## src/rtl/pipe_stage_skid_reg.sv

```systemverilog
// ---------------------------------------------------------------------------
// pipe_stage_skid_reg
//
// Generic inter-stage pipeline register with a valid/ready handshake and a
// one-entry skid register behind the main register, for two entries in total.
// The payload travels in a data vector and the control bits in a control
// vector. The control vector is forced to zero whenever no valid entry is
// presented. A squashed instruction therefore never asserts RegWrite,
// MemWrite, etc. downstream.
//
// in_ready depends only on registered state. There is no combinational path
// from out_ready to in_ready, so back-pressure does not ripple through
// chained stages within a single cycle.
//
// Optional feature: define PIPE_STAGE_PERF_EN to add the stall_cycles and
// bubble_cycles performance counters. Both saturate and are cleared only by
// reset.
//
// Ports:
//   clk           in   rising-edge clock
//   reset         in   asynchronous, active-high; empties the stage
//   flush         in   synchronous squash of all held entries
//   in_valid      in   producer presents an entry
//   in_ready      out  stage can accept (low only when both entries are held)
//   in_data       in   producer payload            [DATA_W]
//   in_ctrl       in   producer control            [CTRL_W]
//   out_valid     out  out_data/out_ctrl carry a valid entry
//   out_ready     in   consumer accepts
//   out_data      out  payload to next stage       [DATA_W]
//   out_ctrl      out  control to next stage, 0 whenever out_valid=0 [CTRL_W]
//   occupancy     out  number of entries held: 0, 1 or 2
//   stall_cycles  out  (PIPE_STAGE_PERF_EN) cycles with in_valid & !in_ready
//   bubble_cycles out  (PIPE_STAGE_PERF_EN) cycles with out_ready & !out_valid
// ---------------------------------------------------------------------------
module pipe_stage_skid_reg #(
    parameter int DATA_W = 32,
    parameter int CTRL_W = 4
) (
    input  logic              clk,
    input  logic              reset,
    input  logic              flush,
    input  logic              in_valid,
    output logic              in_ready,
    input  logic [DATA_W-1:0] in_data,
    input  logic [CTRL_W-1:0] in_ctrl,
    output logic              out_valid,
    input  logic              out_ready,
    output logic [DATA_W-1:0] out_data,
    output logic [CTRL_W-1:0] out_ctrl,
    output logic [1:0]        occupancy
`ifdef PIPE_STAGE_PERF_EN
    ,
    output logic [31:0]       stall_cycles,
    output logic [31:0]       bubble_cycles
`endif
);

    typedef enum logic [1:0] {
        EMPTY = 2'd0,
        ONE   = 2'd1,
        FULL  = 2'd2
    } state_t;

    state_t state;
    state_t state_nxt;

    logic              in_xfer;
    logic              out_xfer;
    logic              main_ld;
    logic              main_from_skid;
    logic              skid_ld;

    logic [DATA_W-1:0] main_data;
    logic [CTRL_W-1:0] main_ctrl;
    logic [DATA_W-1:0] skid_data;
    logic [CTRL_W-1:0] skid_ctrl;

    // The state encoding equals the entry count. FULL is the state in which
    // the skid register holds an entry.
    assign in_ready  = (state != FULL);
    assign out_valid = (state != EMPTY);
    assign occupancy = state;

    assign in_xfer  = in_valid & in_ready;
    assign out_xfer = out_valid & out_ready;

    assign out_data = main_data;
    // Bubbles never leak stale control bits downstream.
    assign out_ctrl = out_valid ? main_ctrl : '0;

    always_ff @(posedge clk or posedge reset) begin
        if (reset) begin
            state <= EMPTY;
        end else begin
            state <= state_nxt;
        end
    end

    always_comb begin
        state_nxt      = state;
        main_ld        = 1'b0;
        main_from_skid = 1'b0;
        skid_ld        = 1'b0;
        if (flush) begin
            // Flush wins over everything. An input accepted in this cycle is
            // dropped. An output taken in this cycle has already been
            // consumed downstream, so dropping the held entries loses nothing
            // that still needs delivering.
            state_nxt = EMPTY;
        end else begin
            unique case (state)
                EMPTY: begin
                    if (in_xfer) begin
                        main_ld   = 1'b1;
                        state_nxt = ONE;
                    end
                end
                ONE: begin
                    if (in_xfer && out_xfer) begin
                        main_ld = 1'b1;
                    end else if (in_xfer) begin
                        skid_ld   = 1'b1;
                        state_nxt = FULL;
                    end else if (out_xfer) begin
                        state_nxt = EMPTY;
                    end
                end
                FULL: begin
                    if (out_xfer) begin
                        main_ld        = 1'b1;
                        main_from_skid = 1'b1;
                        state_nxt      = ONE;
                    end
                end
                default: begin
                    state_nxt = EMPTY;
                end
            endcase
        end
    end

    always_ff @(posedge clk or posedge reset) begin
        if (reset) begin
            main_data <= '0;
            main_ctrl <= '0;
            skid_data <= '0;
            skid_ctrl <= '0;
        end else begin
            if (main_ld) begin
                main_data <= main_from_skid ? skid_data : in_data;
                main_ctrl <= main_from_skid ? skid_ctrl : in_ctrl;
            end
            if (skid_ld) begin
                skid_data <= in_data;
                skid_ctrl <= in_ctrl;
            end
        end
    end

`ifdef PIPE_STAGE_PERF_EN
    function automatic logic [31:0] sat_inc(input logic [31:0] v);
        return (v == 32'hFFFF_FFFF) ? v : v + 32'd1;
    endfunction

    // Flush does not clear these counters, because they measure the whole run.
    always_ff @(posedge clk or posedge reset) begin
        if (reset) begin
            stall_cycles  <= '0;
            bubble_cycles <= '0;
        end else begin
            if (in_valid && !in_ready) begin
                stall_cycles <= sat_inc(stall_cycles);
            end
            if (out_ready && !out_valid) begin
                bubble_cycles <= sat_inc(bubble_cycles);
            end
        end
    end
`endif

endmodule
```

## config.mk

```make
export PLATFORM = sky130hd
export DESIGN_NAME = pipe_stage_skid_reg
export DESIGN_NICKNAME = d
export VERILOG_FILES = /design/src/rtl/pipe_stage_skid_reg.sv
export SDC_FILE = /design/constraint.sdc
export NUM_CORES = 1
export LEC_CHECK = 0
export BUFFER_PORTS_ARGS = -buffer_cell sky130_fd_sc_hd__buf_4
export CAP_MARGIN = 20
export CORE_ASPECT_RATIO = 1.1
export CORE_MARGIN = 2
export CORE_UTILIZATION = 35
export CTS_BUF_LIST = sky130_fd_sc_hd__clkbuf_8
export DETAILED_ROUTE_END_ITERATION = 8
export GPL_ROUTABILITY_DRIVEN = 0
export GPL_TIMING_DRIVEN = 1
export HOLD_SLACK_MARGIN = 0.1
export PLACE_DENSITY = 0.55
export SLEW_MARGIN = 20
export SYNTH_ARGS = -nofsm -noshare
export SYNTH_HDL_FRONTEND = slang
export SYNTH_SLANG_ARGS = --single-unit
export TNS_END_PERCENT = 5
```

## constraint.sdc

```tcl
create_clock -name clk -period 2.8 [get_ports clk]
set_input_delay 0.14 -clock clk [delete_from_list [all_inputs] [get_ports clk]]
set_output_delay 0.14 -clock clk [all_outputs]
set_load 0.02 [all_outputs]
```

### Word level (Yosys, flattened, before mapping)

Index checks and enable logic that the tools add are counted.

| word-level totals | value |
|---|---|
| register bits after elaboration | 74 |
| word-level logic and storage cells | 38 |

| operators by class | value |
|---|---|
| equal/unequal tests | 7 |
| mux-type cells | 20 |
| bitwise gates (word level) | 2 |
| reductions and logical operators | 4 |

Operators with widths:

| cell | count |
|---|---|
| 2-to-1 mux 32 bit | 1 |
| 2-to-1 mux 2 bit | 6 |
| 2-to-1 mux 1 bit | 9 |
| inequality test 3 bit (second input constant) | 3 |
| 2-to-1 mux 4 bit | 2 |
| case mux 2 bit (3 select lines) | 1 |
| inequality test 4 bit (second input constant) | 1 |
| AND reduction 4 bit | 1 |
| case mux 1 bit (3 select lines) | 1 |
| bitwise AND 1 bit | 2 |
| equality test 2 x 1 -> 1 bit (second input constant) | 1 |
| equality test 2 bit (second input constant) | 1 |
| zero test 2 bit | 1 |
| inequality test 2 bit (second input constant) | 1 |
| nonzero test 2 bit | 1 |
| logical AND 1 bit | 1 |

### Longest topological paths before layout

Gate-level depths: netlist of run 1.

| depth | value |
|---|---|
| word-level depth | 7 |
| gate-level depth with buffers | 7 |

### Worst setup path before layout of run 1

Ideal clock, no wire load.

| timing path | value |
|---|---|
| path kind | reg2reg |
| start | register state[1] (netlist: occupancy[1]) |
| end | register main_data[17] (netlist: out_data[17]) |
| arrival | 1,809 ps |
| slack | 866 ps |
| stages on the path, launching flop included | 8 |
| buffers on the path | 2 |
| clock period less this slack | 1,934 ps |
| path through | dfrtp_1 -> nor2b_2 -> inv_2 -> nor3b_2 -> buf_6 -> buf_6 -> mux2_4 -> mux2_2 |

| on the way | value |
|---|---|
| word-level cells in the longest chain between the ends | 6 |

Ends and longest elaborated chain:

| element | line | source |
|---|---|---|
| start, declared | 64 | `state_t state;` |
| start signal, assigned | 95 | `state <= state_nxt;` |
| inequality test 2 bit * | 80 | `assign in_ready = (state != FULL);` |
| named net in_ready | 43 | `output logic in_ready,` |
| bitwise AND 1 bit * | 84 | `assign in_xfer = in_valid & in_ready;` |
| logical AND 1 bit | 119 | `if (in_xfer && out_xfer) begin` |
| 2-to-1 mux 1 bit | 119 |  |
| case mux 1 bit (3 select lines) * | 111 | `unique case (state)` |
| 2-to-1 mux 1 bit * | 104 | `if (flush) begin` |
| end signal, assigned | 150 | `main_data <= main_from_skid ? skid_data : in_data;` |
| end, declared | 73 | `logic [DATA_W-1:0] main_data;` |

The timed path passes the listed nets; every way through them passes the cells marked *.
A chain may end at the register's enable or synchronous reset.

### Worst setup path in the final report of run 1

| timing path | value |
|---|---|
| start | register state[0] (netlist: occupancy[0]) |
| end | register main_data[20] (netlist: out_data[20]) |

| on the way | value |
|---|---|
| word-level cells in the longest chain between the ends | 6 |

Ends and longest elaborated chain:

| element | line |
|---|---|
| inequality test 2 bit or nonzero test 2 bit (tied branches) | 80, 81 |
| bitwise AND 1 bit, on equally long branches | 84, 85 |
| logical AND 1 bit or 2-to-1 mux 1 bit (tied branches) | 119, 129 |
| 2-to-1 mux 1 bit, on equally long branches | 119, 111 |
| case mux 1 bit (3 select lines) or 2-to-1 mux 1 bit (tied branches) | 111, 104 |
| 2-to-1 mux 1 bit or 2-to-1 mux 32 bit (tied branches) | 104, 150 |

Parallel ways exist; a longest one is shown, timed or not.

==> results of run 1 <==
## worst min-delay path by stage
| stage | endpoint | slack (ns) | cells past startpoint |
|---|---|---|---|
| floorplan | occupancy[0] | 0.20 | 1 |
| global placement | occupancy[0] | 0.37 | 2 |
| detailed placement | occupancy[0] | 0.37 | 2 |
| CTS | occupancy[1] | 0.12 | 3 |
| global route | occupancy[1] | 0.13 | 3 |
| finish | occupancy[1] | 0.13 | 3 |
## cells by family after synthesis
group           synth area share [%]
compound gates                 1.204
buf+inv                        3.066
mux                            38.98
simple gates                   2.737
flops                          54.01
## routing by layer
metal	part of all wire (%)	GRT usage (%)
met5	0	0
met4	0.87	3.816
met3	6.0	4.156
met2	45	20.02
met1	48	18.09
## layout make-up
| class | count | area (um2) | share of cell area, % |
|---|---|---|---|
| Sequential cell | 74 | 1852 | 38.84 |
| Clock buffer | 9 | 123.9 | 2.598 |
| Multi-Input combinational cell | 127 | 1478 | 30.99 |
| Clock inverter | 7 | 110.1 | 2.309 |
| Inverter | 3 | 12.51 | 0.2624 |
| Tap cell | 117 | 146.4 | 3.070 |
| Timing Repair Buffer | 125 | 1046 | 21.94 |
## cells in the mapped netlist
library cell | number | area [um2]
sky130_fd_sc_hd__a21boi_0 | 1 | 7.510
sky130_fd_sc_hd__nor2_1 | 2 | 7.510
sky130_fd_sc_hd__o21ai_1 | 1 | 5.000
sky130_fd_sc_hd__mux2_4 | 32 | 480.5
sky130_fd_sc_hd__nor2b_2 | 1 | 8.760
sky130_fd_sc_hd__nor3b_1 | 1 | 7.510
sky130_fd_sc_hd__dfrtp_1 | 74 | 1852
sky130_fd_sc_hd__buf_2 | 3 | 15.01
sky130_fd_sc_hd__and2b_1 | 2 | 15.01
sky130_fd_sc_hd__inv_1 | 2 | 7.510
sky130_fd_sc_hd__nand3_2 | 1 | 10.01
sky130_fd_sc_hd__nor2b_1 | 4 | 25.02
sky130_fd_sc_hd__a21oi_1 | 1 | 5.000
sky130_fd_sc_hd__mux2_2 | 76 | 855.8
sky130_fd_sc_hd__inv_2 | 1 | 3.750
sky130_fd_sc_hd__nor3b_2 | 1 | 12.51
sky130_fd_sc_hd__o21bai_1 | 1 | 7.510
sky130_fd_sc_hd__nand2_1 | 2 | 7.510
sky130_fd_sc_hd__a21oi_4 | 1 | 16.27
sky130_fd_sc_hd__buf_6 | 7 | 78.83
## worst min-delay path, stage by stage
cell and delay [ns]:
sky130_fd_sc_hd__buf_4 0.10, sky130_fd_sc_hd__nor2_1 0.06, sky130_fd_sc_hd__a21boi_0 0.13
## power groups by stage
| stage | Combinational, uW | Sequential [uW] | Clock [uW] |
|---|---|---|---|
| 6_report | 769 | 1450 | 976 |
| 2_1_floorplan | 352 | 1560 | 0 |
| 3_3_place_gp | 719 | 1470 | 0 |
| 5_1_grt | 829 | 1490 | 1060 |
| 4_1_cts | 779 | 1450 | 1000 |
| 3_5_place_dp | 737 | 1480 | 0 |
## metrics by stage
step                util [%]  worst slack (ns)  std cells  hold slack, ns
floorplan                  -            0.7784        214          0.2031
global route           50.49            0.4905        462          0.1269
detailed placement     43.77            0.6292        407          0.3716
finish                 50.49            0.6794        462          0.1297
CTS                    50.28            0.6403        461          0.1202
global placement       43.77            0.7204        407          0.3698
## sequential cells by signal, indices dropped and copies added, names as in the netlist
name and cells:
main_ctrl 4, occupancy 2, out_data 32, skid_ctrl 4
skid_data 32
==> impl_metrics.ini, run 1 <==
[grt]
global_route_wire_length_before_repair_um = 11030
grt-ovfl-total = 0
grt_antenna_before_repair = 0
grt_pass1_vias = 2185
grt_start_max_net_pins = 56
global_route.usage.total_pct = 13.16

[sta]
rsz0062_at_grt = no
maxSlewViolCount = 0
setup_viol = 0
final.setup_skew_ns = 0.009288
hold_violations = 0
timing.setup.tns_ns = 0
fmax_mhz = 471.6
worst-slew-pin-transition_ns = 0.5193
final.period_utilization_pct = 75.74
final.min_clock_period_ns = 2.121
timing.max_slew.rel_slack_pct = 65.38

[finish]
num-nets-final = 381
synthToLayoutAreaGrowth_pct = 39.09
mostFrequentLayoutCell = sky130_fd_sc_hd__buf_4
nFillCells = 846
final_layout_size_suffix_gt1_share_pct = 62.32
fin_area_um2 = 4768
ant_cells = 0
layout.cells.most_common_list = sky130_fd_sc_hd__buf_4 (86), sky130_fd_sc_hd__mux2_2 (76), sky130_fd_sc_hd__dfrtp_1 (74)

[floorplan]
start_util_pct = 36.30
dieArea_um2 = 10600
rows = 37
fp.coreArea_um2 = 9444
die_h_um = 107.8
floorplan.io_pins = 81
chipWidth_um = 98.37

[critical_path]
register_to_register_setup_slack_ns = 0.68
worst_r2r_endpoint = out_data[20]
critical_path_depth = 5
list_of_cells_traversed_by_the_critical_path = nor2_1 > nand2_1 > a21oi_4 > buf_4 > mux2_2
timing.reg2reg.worst_path_depth = 5
critical-path-slowest-cell = sky130_fd_sc_hd__dfrtp_1
critical_path_required_ns = 3.02
path_max_fanout = 36
crit-reg2reg-launch = occupancy[0]
setup.worst_path.start_class = flop
worstSetupEndpointType = flop
path_delay_family = simple AND/OR/NAND/NOR gates
critical-path-max-stage-delay_ns = 0.46
cp_data_arrival_time_ns = 2.34
critical_path_class = flop to flop
crit_path_start = occupancy[0]
setup.worst_path.end = out_data[20]
worstPathBufferInverterCount = 1

[clock_tree]
post_cts_hold_buffer_count = 38
htree_levels = 3
clkTransAtPathRegs_ns = 0.08
cts_sinks = 74
cts_tree = done
cts_root_buf = sky130_fd_sc_hd__clkbuf_8
clockBufferDepth = 2
worstSkewPairLatency_ns = 0.34
cts.repair_timing.setup_buffer_count = 0
cts_inserted_buffers = 9
cts_repair_resize_count = 0

[placement]
placement.cell_area_um2 = 4134
portBuffers = 80
hpwlAfterDp_um = 4268

[routing]
drtIter0Drc = 22
detail_route.wl_per_cell_um = 14.37
drt-vias-per-instance = 4.543
final_antenna_net_count = 0
vias = 2099
route.final.wire_length_um = 6640
drc = 0
detailedRoute.firstPassIterationCount = 4

[logic_synthesis]
avgSynthCellArea_um2 = 16.02
ys_seq_elements = 74
postSynthNetCount = 255
syn_inst = 214
synth.lib_cells_used.distinct = 20
netlist_area_um2 = 3428
yosysWarnings = 0
register_area_share_after_synthesis_pct = 54.01

[pwr]
clock_power_share_pct = 30.6
totalPowerFinal_uw = 3195
relative_contribution_of_combinational_cells_to_total_power_pct = 24.1
vdd_ir_drop_max_uv = 263.6
power.internal_uw = 2361
total_power_divided_by_cell_area_nw_per_um2 = 670.1
power.share.sequential_pct = 45.4
cellLeakagePower_uw = 0.002199
swShare_pct = 26.10
power_switching_uw = 834.0

[flow_run]
max-cap-violations = 0

[hold_path]
min-delay-start = out_ready
hold_class = input pin to flop

[status]
run_status = finished, final reports clean
(Power assumes the default switching activity.)
==> inputs of run 2 (changes only) <==
--- a/config.mk
+++ b/config.mk
@@ -15,7 +15,7 @@
 export GPL_ROUTABILITY_DRIVEN = 0
 export GPL_TIMING_DRIVEN = 1
 export HOLD_SLACK_MARGIN = 0.1
-export PLACE_DENSITY = 0.55
+export PLACE_DENSITY = 0.57
 export SLEW_MARGIN = 20
 export SYNTH_ARGS = -nofsm -noshare
 export SYNTH_HDL_FRONTEND = slang
==> constraint.sdc (replaced) <==
create_clock -name clk -period 1.8 [get_ports clk]
set_input_delay 0.09 -clock clk [delete_from_list [all_inputs] [get_ports clk]]
set_output_delay 0.09 -clock clk [all_outputs]
set_load 0.02 [all_outputs]
==> run 2 against run 1 <==
Net effect: the flow now finishes with violations (setup timing); first-iteration DRC count increased by 95%; maximum frequency grew 15%; via count rose by 6.0%; combinational power increased by 69%; die area unchanged; largest power group unchanged.
==> impl_metrics.ini, run 2 (synthesis gave the netlist of run 1 again) <==
[sta]
fmax_mhz = 542.9
maxSlewViolCount = 0
setup_ws_ns = -0.04184
holdWs_ns = 0.1167
rsz0062_at_grt = yes
worst-slew-pin-transition_ns = 0.5754
timing.max_slew.rel_slack_pct = 61.56
final.setup_skew_ns = 0.006733
timing.setup.tns_ns = -0.7160
hold_violations = 0
setup_viol = 33
final.period_utilization_pct = 102.3
final.min_clock_period_ns = 1.842

[critical_path]
timing.reg2reg.worst_path_depth = 7
setup.worst_path.start_class = flop
crit-reg2reg-launch = occupancy[0]
crit_path_start = occupancy[0]
worstSetupEndpointType = flop
cp_data_arrival_time_ns = 2.08
critical_path_required_ns = 2.03
worst_r2r_endpoint = out_data[25]
path_max_fanout = 6
register_to_register_setup_slack_ns = -0.04
critical_path_class = flop to flop

[finish]
fin_util_pct = 54.03
layout.cells.most_common_list = sky130_fd_sc_hd__buf_4 (90), sky130_fd_sc_hd__dfrtp_1 (74), sky130_fd_sc_hd__mux2_4 (56)
multi_input_gate_area_um2 = 1579
mostFrequentLayoutCell = sky130_fd_sc_hd__buf_4
final-seq-area_um2 = 1852
synthToLayoutAreaGrowth_pct = 48.83
nFillCells = 818
final_layout_size_suffix_gt1_share_pct = 64.62
num-nets-final = 395
ant_cells = 0

[grt]
grt-ovfl-total = 0
grt_antenna_before_repair = 0
grt_pass1_vias = 2317
grt_start_max_net_pins = 29
global_route.usage.total_pct = 13.61
global_route_wire_length_before_repair_um = 11360

[floorplan]
floorplan.io_pins = 81
chipWidth_um = 98.37
dieArea_um2 = 10600
start_util_pct = 36.30
fp.coreArea_um2 = 9444
die_h_um = 107.8
rows = 37

[hold_path]
hold_end = occupancy[0]
worst_hold_path_depth = 4
min-delay-start = in_valid
hold_class = input pin to flop

[placement]
portBuffers = 80
hpwlAfterDp_um = 4623

[routing]
drt-vias-per-instance = 4.674
drc = 0
vias = 2225
drtIter0Drc = 43
detailedRoute.firstPassIterationCount = 4
detail_route.wl_per_cell_um = 15.38
route.final.wire_length_um = 7323
final_antenna_net_count = 0

[status]
run_status = finished, violations left
failed_checks = setup timing

[clock_tree]
clkTransAtPathRegs_ns = 0.08
clockBufferDepth = 2
cts_root_buf = sky130_fd_sc_hd__clkbuf_8
cts_tree = done
cts_inserted_buffers = 9
worstSkewPairLatency_ns = 0.34
htree_levels = 3
cts_sinks = 74

[pwr]
total_power_divided_by_cell_area_nw_per_um2 = 994.6
totalPowerFinal_uw = 5075
cellLeakagePower_uw = 0.002382
vdd_ir_drop_max_uv = 549.8

[flow_run]
max-cap-violations = 0
==> run 2: cell type report <==
class | count | area share (%)
flip-flops and latches | 74 | 36.29
multi-input cells | 127 | 30.95
repair buffers | 139 | 24.94
clock buffers | 12 | 3.237
well taps | 117 | 2.869
clock inverters | 4 | 1.422
inverters | 3 | 0.2943
==> run 2: worst max path at each step <==
| stage | cells after the start | endpoint |
|---|---|---|
| after floorplan | 7 | out_data[17] |
| after global placement | 6 | out_data[13] |
| after detailed placement | 6 | main_ctrl[2] |
| after CTS | 6 | main_ctrl[2] |
| after global routing | 7 | out_data[17] |
| final | 7 | out_data[25] |
==> run 2: repair_timing <==
action	in CTS	in global routing
gates resized for setup	1	29
setup endpoints to repair	32	36
gates cloned	0	4
buffers inserted	0	2
hold buffers	39	0
endpoints found under the hold margin	80	0
pin swaps	0	1
==> run 2: layer usage <==
layer | routed length [um] | vias to the layer above | part of all wire [%] | global-route usage, %
met5 | 0 | - | 0 | 0
met4 | 53 | 0 | 0.72 | 5.284
met3 | 397 | 6 | 5.4 | 4.221
met2 | 3389 | 63 | 46 | 20.94
met1 | 3483 | 1112 | 48 | 17.97
li1 | - | 1044 | - | -
==> run 2: report_power, final <==
| part | internal (uW) | switching, uW | total (uW) | leakage, uW |
|---|---|---|---|---|
| clock network | 892 | 616 | 1510 | 0.000119 |
| logic | 784 | 516 | 1300 | 0.00137 |
| registers | 2060 | 206 | 2270 | 0.000890 |
==> run 2: worst max-delay path, cell delays in order (launching register included) <==
cell and delay, ns:
sky130_fd_sc_hd__dfrtp_1 0.41, sky130_fd_sc_hd__nor2b_4 0.13, sky130_fd_sc_hd__inv_2 0.06, sky130_fd_sc_hd__nor3b_4 0.23
sky130_fd_sc_hd__buf_12 0.18, sky130_fd_sc_hd__clkbuf_16 0.17, sky130_fd_sc_hd__mux2_4 0.30, sky130_fd_sc_hd__mux2_4 0.26
==> run 2: per-stage QoR <==
stage	setup WS [ns]	area (um2)	std cells
3_3_place_gp	0.002937	4247	415
4_1_cts	-0.03763	4880	470
6_report	-0.04184	5102	476
3_5_place_dp	-0.02912	4247	415
2_1_floorplan	-0.1341	3432	214
5_1_grt	-0.1233	5102	476
==> inputs of run 3 (changes only) <==
--- a/config.mk
+++ b/config.mk
@@ -6,8 +6,7 @@
 export NUM_CORES = 1
 export LEC_CHECK = 0
 export BUFFER_PORTS_ARGS = -buffer_cell sky130_fd_sc_hd__buf_4
-export CAP_MARGIN = 20
-export CORE_ASPECT_RATIO = 1.1
+export CAP_MARGIN = 0
 export CORE_MARGIN = 2
 export CORE_UTILIZATION = 35
 export CTS_BUF_LIST = sky130_fd_sc_hd__clkbuf_8
==> run 3 against run 2 <==
Net effect: clock skew decreased by 0.00073 ns; critical endpoint is now out_data[8]; combinational power barely moved; global-route usage shrank 0.47 points; largest power group unchanged; the run still ends with setup timing left; clock power down 16%; sequential share of layout area up 0.26 points; total power shrank 4.2%; die area is essentially flat.
==> impl_metrics.ini, run 3 (synthesis gave the netlist of run 1 again) <==
[clock_tree]
cts_tree = done
cts_sinks = 74
cts_root_buf = sky130_fd_sc_hd__clkbuf_8
cts_inserted_buffers = 9
clockBufferDepth = 2
clkTransAtPathRegs_ns = 0.07
htree_levels = 3
worstSkewPairLatency_ns = 0.34

[critical_path]
critical_path_class = flop to flop
worstPathBufferInverterCount = 3
critical-path-max-stage-delay_ns = 0.39
critical_path_required_ns = 2.02
list_of_cells_traversed_by_the_critical_path = nor2b_2 > inv_2 > nor3b_4 > buf_6 > buf_12 > mux2_4 > mux2_4
critical-path-top-cell-by-count = sky130_fd_sc_hd__mux2_4
cp_data_arrival_time_ns = 2.04
path_delay_family = multiplexers
path_max_fanout = 10
setup.worst_path.start_class = flop
worstSetupEndpointType = flop
critical-path-slowest-cell = sky130_fd_sc_hd__dfrtp_1

[grt]
grt-ovfl-total = 0
global_route.usage.total_pct = 13.14
grt_antenna_before_repair = 0
grt_pass1_vias = 2180
global_route_wire_length_before_repair_um = 10560
grt_start_max_net_pins = 75

[sta]
maxSlewViolCount = 0
final.period_utilization_pct = 101.1
setup_ws_ns = -0.02048
final.min_clock_period_ns = 1.820
fmax_mhz = 549.3
worst-slew-pin-transition_ns = 0.3935
setup_viol = 15
final.setup_skew_ns = 0.006001
timing.max_slew.rel_slack_pct = 73.77
rsz0062_at_grt = yes
hold_violations = 0

[finish]
layout.cells.most_common_list = sky130_fd_sc_hd__buf_4 (87), sky130_fd_sc_hd__dfrtp_1 (74), sky130_fd_sc_hd__mux2_4 (66)
synthToLayoutAreaGrowth_pct = 47.77
fin_util_pct = 52.56
mostFrequentLayoutCell = sky130_fd_sc_hd__buf_4
multi_input_gate_area_um2 = 1605
nFillCells = 880
final_layout_size_suffix_gt1_share_pct = 63.56
fin_area_um2 = 5066
ant_cells = 0
num-nets-final = 392
final-seq-area_um2 = 1852

[hold_path]
hold_class = input pin to flop

[floorplan]
floorplan.io_pins = 81
fp.coreArea_um2 = 9639
dieArea_um2 = 10600
chipWidth_um = 103.0
rows = 36
start_util_pct = 35.57
die_h_um = 103.0

[pwr]
vdd_ir_drop_max_uv = 401.0
total_power_divided_by_cell_area_nw_per_um2 = 959.2
cellLeakagePower_uw = 0.002384

[routing]
final_antenna_net_count = 0
drc = 0
route.final.wire_length_um = 7058
vias = 2186
drt-vias-per-instance = 4.489
drtIter0Drc = 29
detail_route.wl_per_cell_um = 14.49
detailedRoute.firstPassIterationCount = 4

[placement]
portBuffers = 80
hpwlAfterDp_um = 4176
placement.cell_area_um2 = 4269

[flow_run]
max-cap-violations = 0

[status]
failed_checks = setup timing
run_status = finished, violations left
-- run 3: path summary, 6_finish.rpt --
kind / from / slack (ns) / to / depth (start not counted)
min reg2reg: skid_data[30] / 0.51 / skid_data[30] / 1
min: in_valid / 0.13 / occupancy[0] / 4
min in group asynchronous: reset / 0.43 / skid_data[1] / 4
max reg2reg: occupancy[0] / -0.02 / out_data[8] / 7
max in group asynchronous: reset / 1.07 / main_ctrl[3] / 4
max: occupancy[0] / -0.02 / out_data[8] / 7
-- run 3: worst reg2reg max path, delay by kind of cell, from the launching register on --
kind,cells,cell delay (ns)
simple gates,2,0.35
mux,2,0.57
flops,1,0.39
buf+inv,3,0.39
-- run 3: metal layers --
metal / part of all wire, % / wire length (um) / vias up / global-route usage, %
met5: 0 / 0 / - / 0
met4: 1.7 / 118 / 0 / 6.073
met3: 4.3 / 303 / 9 / 3.254
li1: - / - / 1029 / -
met1: 50 / 3551 / 1093 / 18.49
met2: 44 / 3085 / 55 / 19.08
-- run 3: final cells by class --
cell class / instances / area share, %
clock buffer: 11 / 2.988
inverter: 3 / 0.2964
clock inverter: 3 / 0.7903
timing repair buffer: 136 / 24.40
sequential: 74 / 36.55
multi-input combinational: 127 / 31.69
tap: 133 / 3.285
-- run 3: repair_timing --
action,4_1_cts,5_1_grt
cloned,0,3
setup buffers,0,3
setup endpoints to repair,26,36
endpoints found under the hold margin,113,0
pin swaps,0,1
hold buffers,39,0
gates resized for setup,21,14
-- run 3: power by group --
part	total [uW]	internal [uW]	switching, uW	leakage, uW
Clock	1270	696	570	0.000101
Combinational	1320	806	516	0.00139
Sequential	2270	2060	210	0.000890
Total	4860	3560	1300	0.00238
-- run 3: through the flow --
step / power [uW] / hold slack (ns) / worst slack, ns / instances / setup TNS (ns)
floorplan: 2978 / 0.1531 / -0.1341 / 214 / -4.020
global placement: 3434 / 0.2457 / 0.01297 / 428 / 0
detailed placement: 3465 / 0.2403 / -0.03329 / 428 / -0.6337
CTS: 4882 / 0.1174 / -0.03608 / 481 / -0.6762
global route: 5133 / 0.1533 / -0.08511 / 487 / -2.428
finish: 4860 / 0.1258 / -0.02048 / 487 / -0.1273
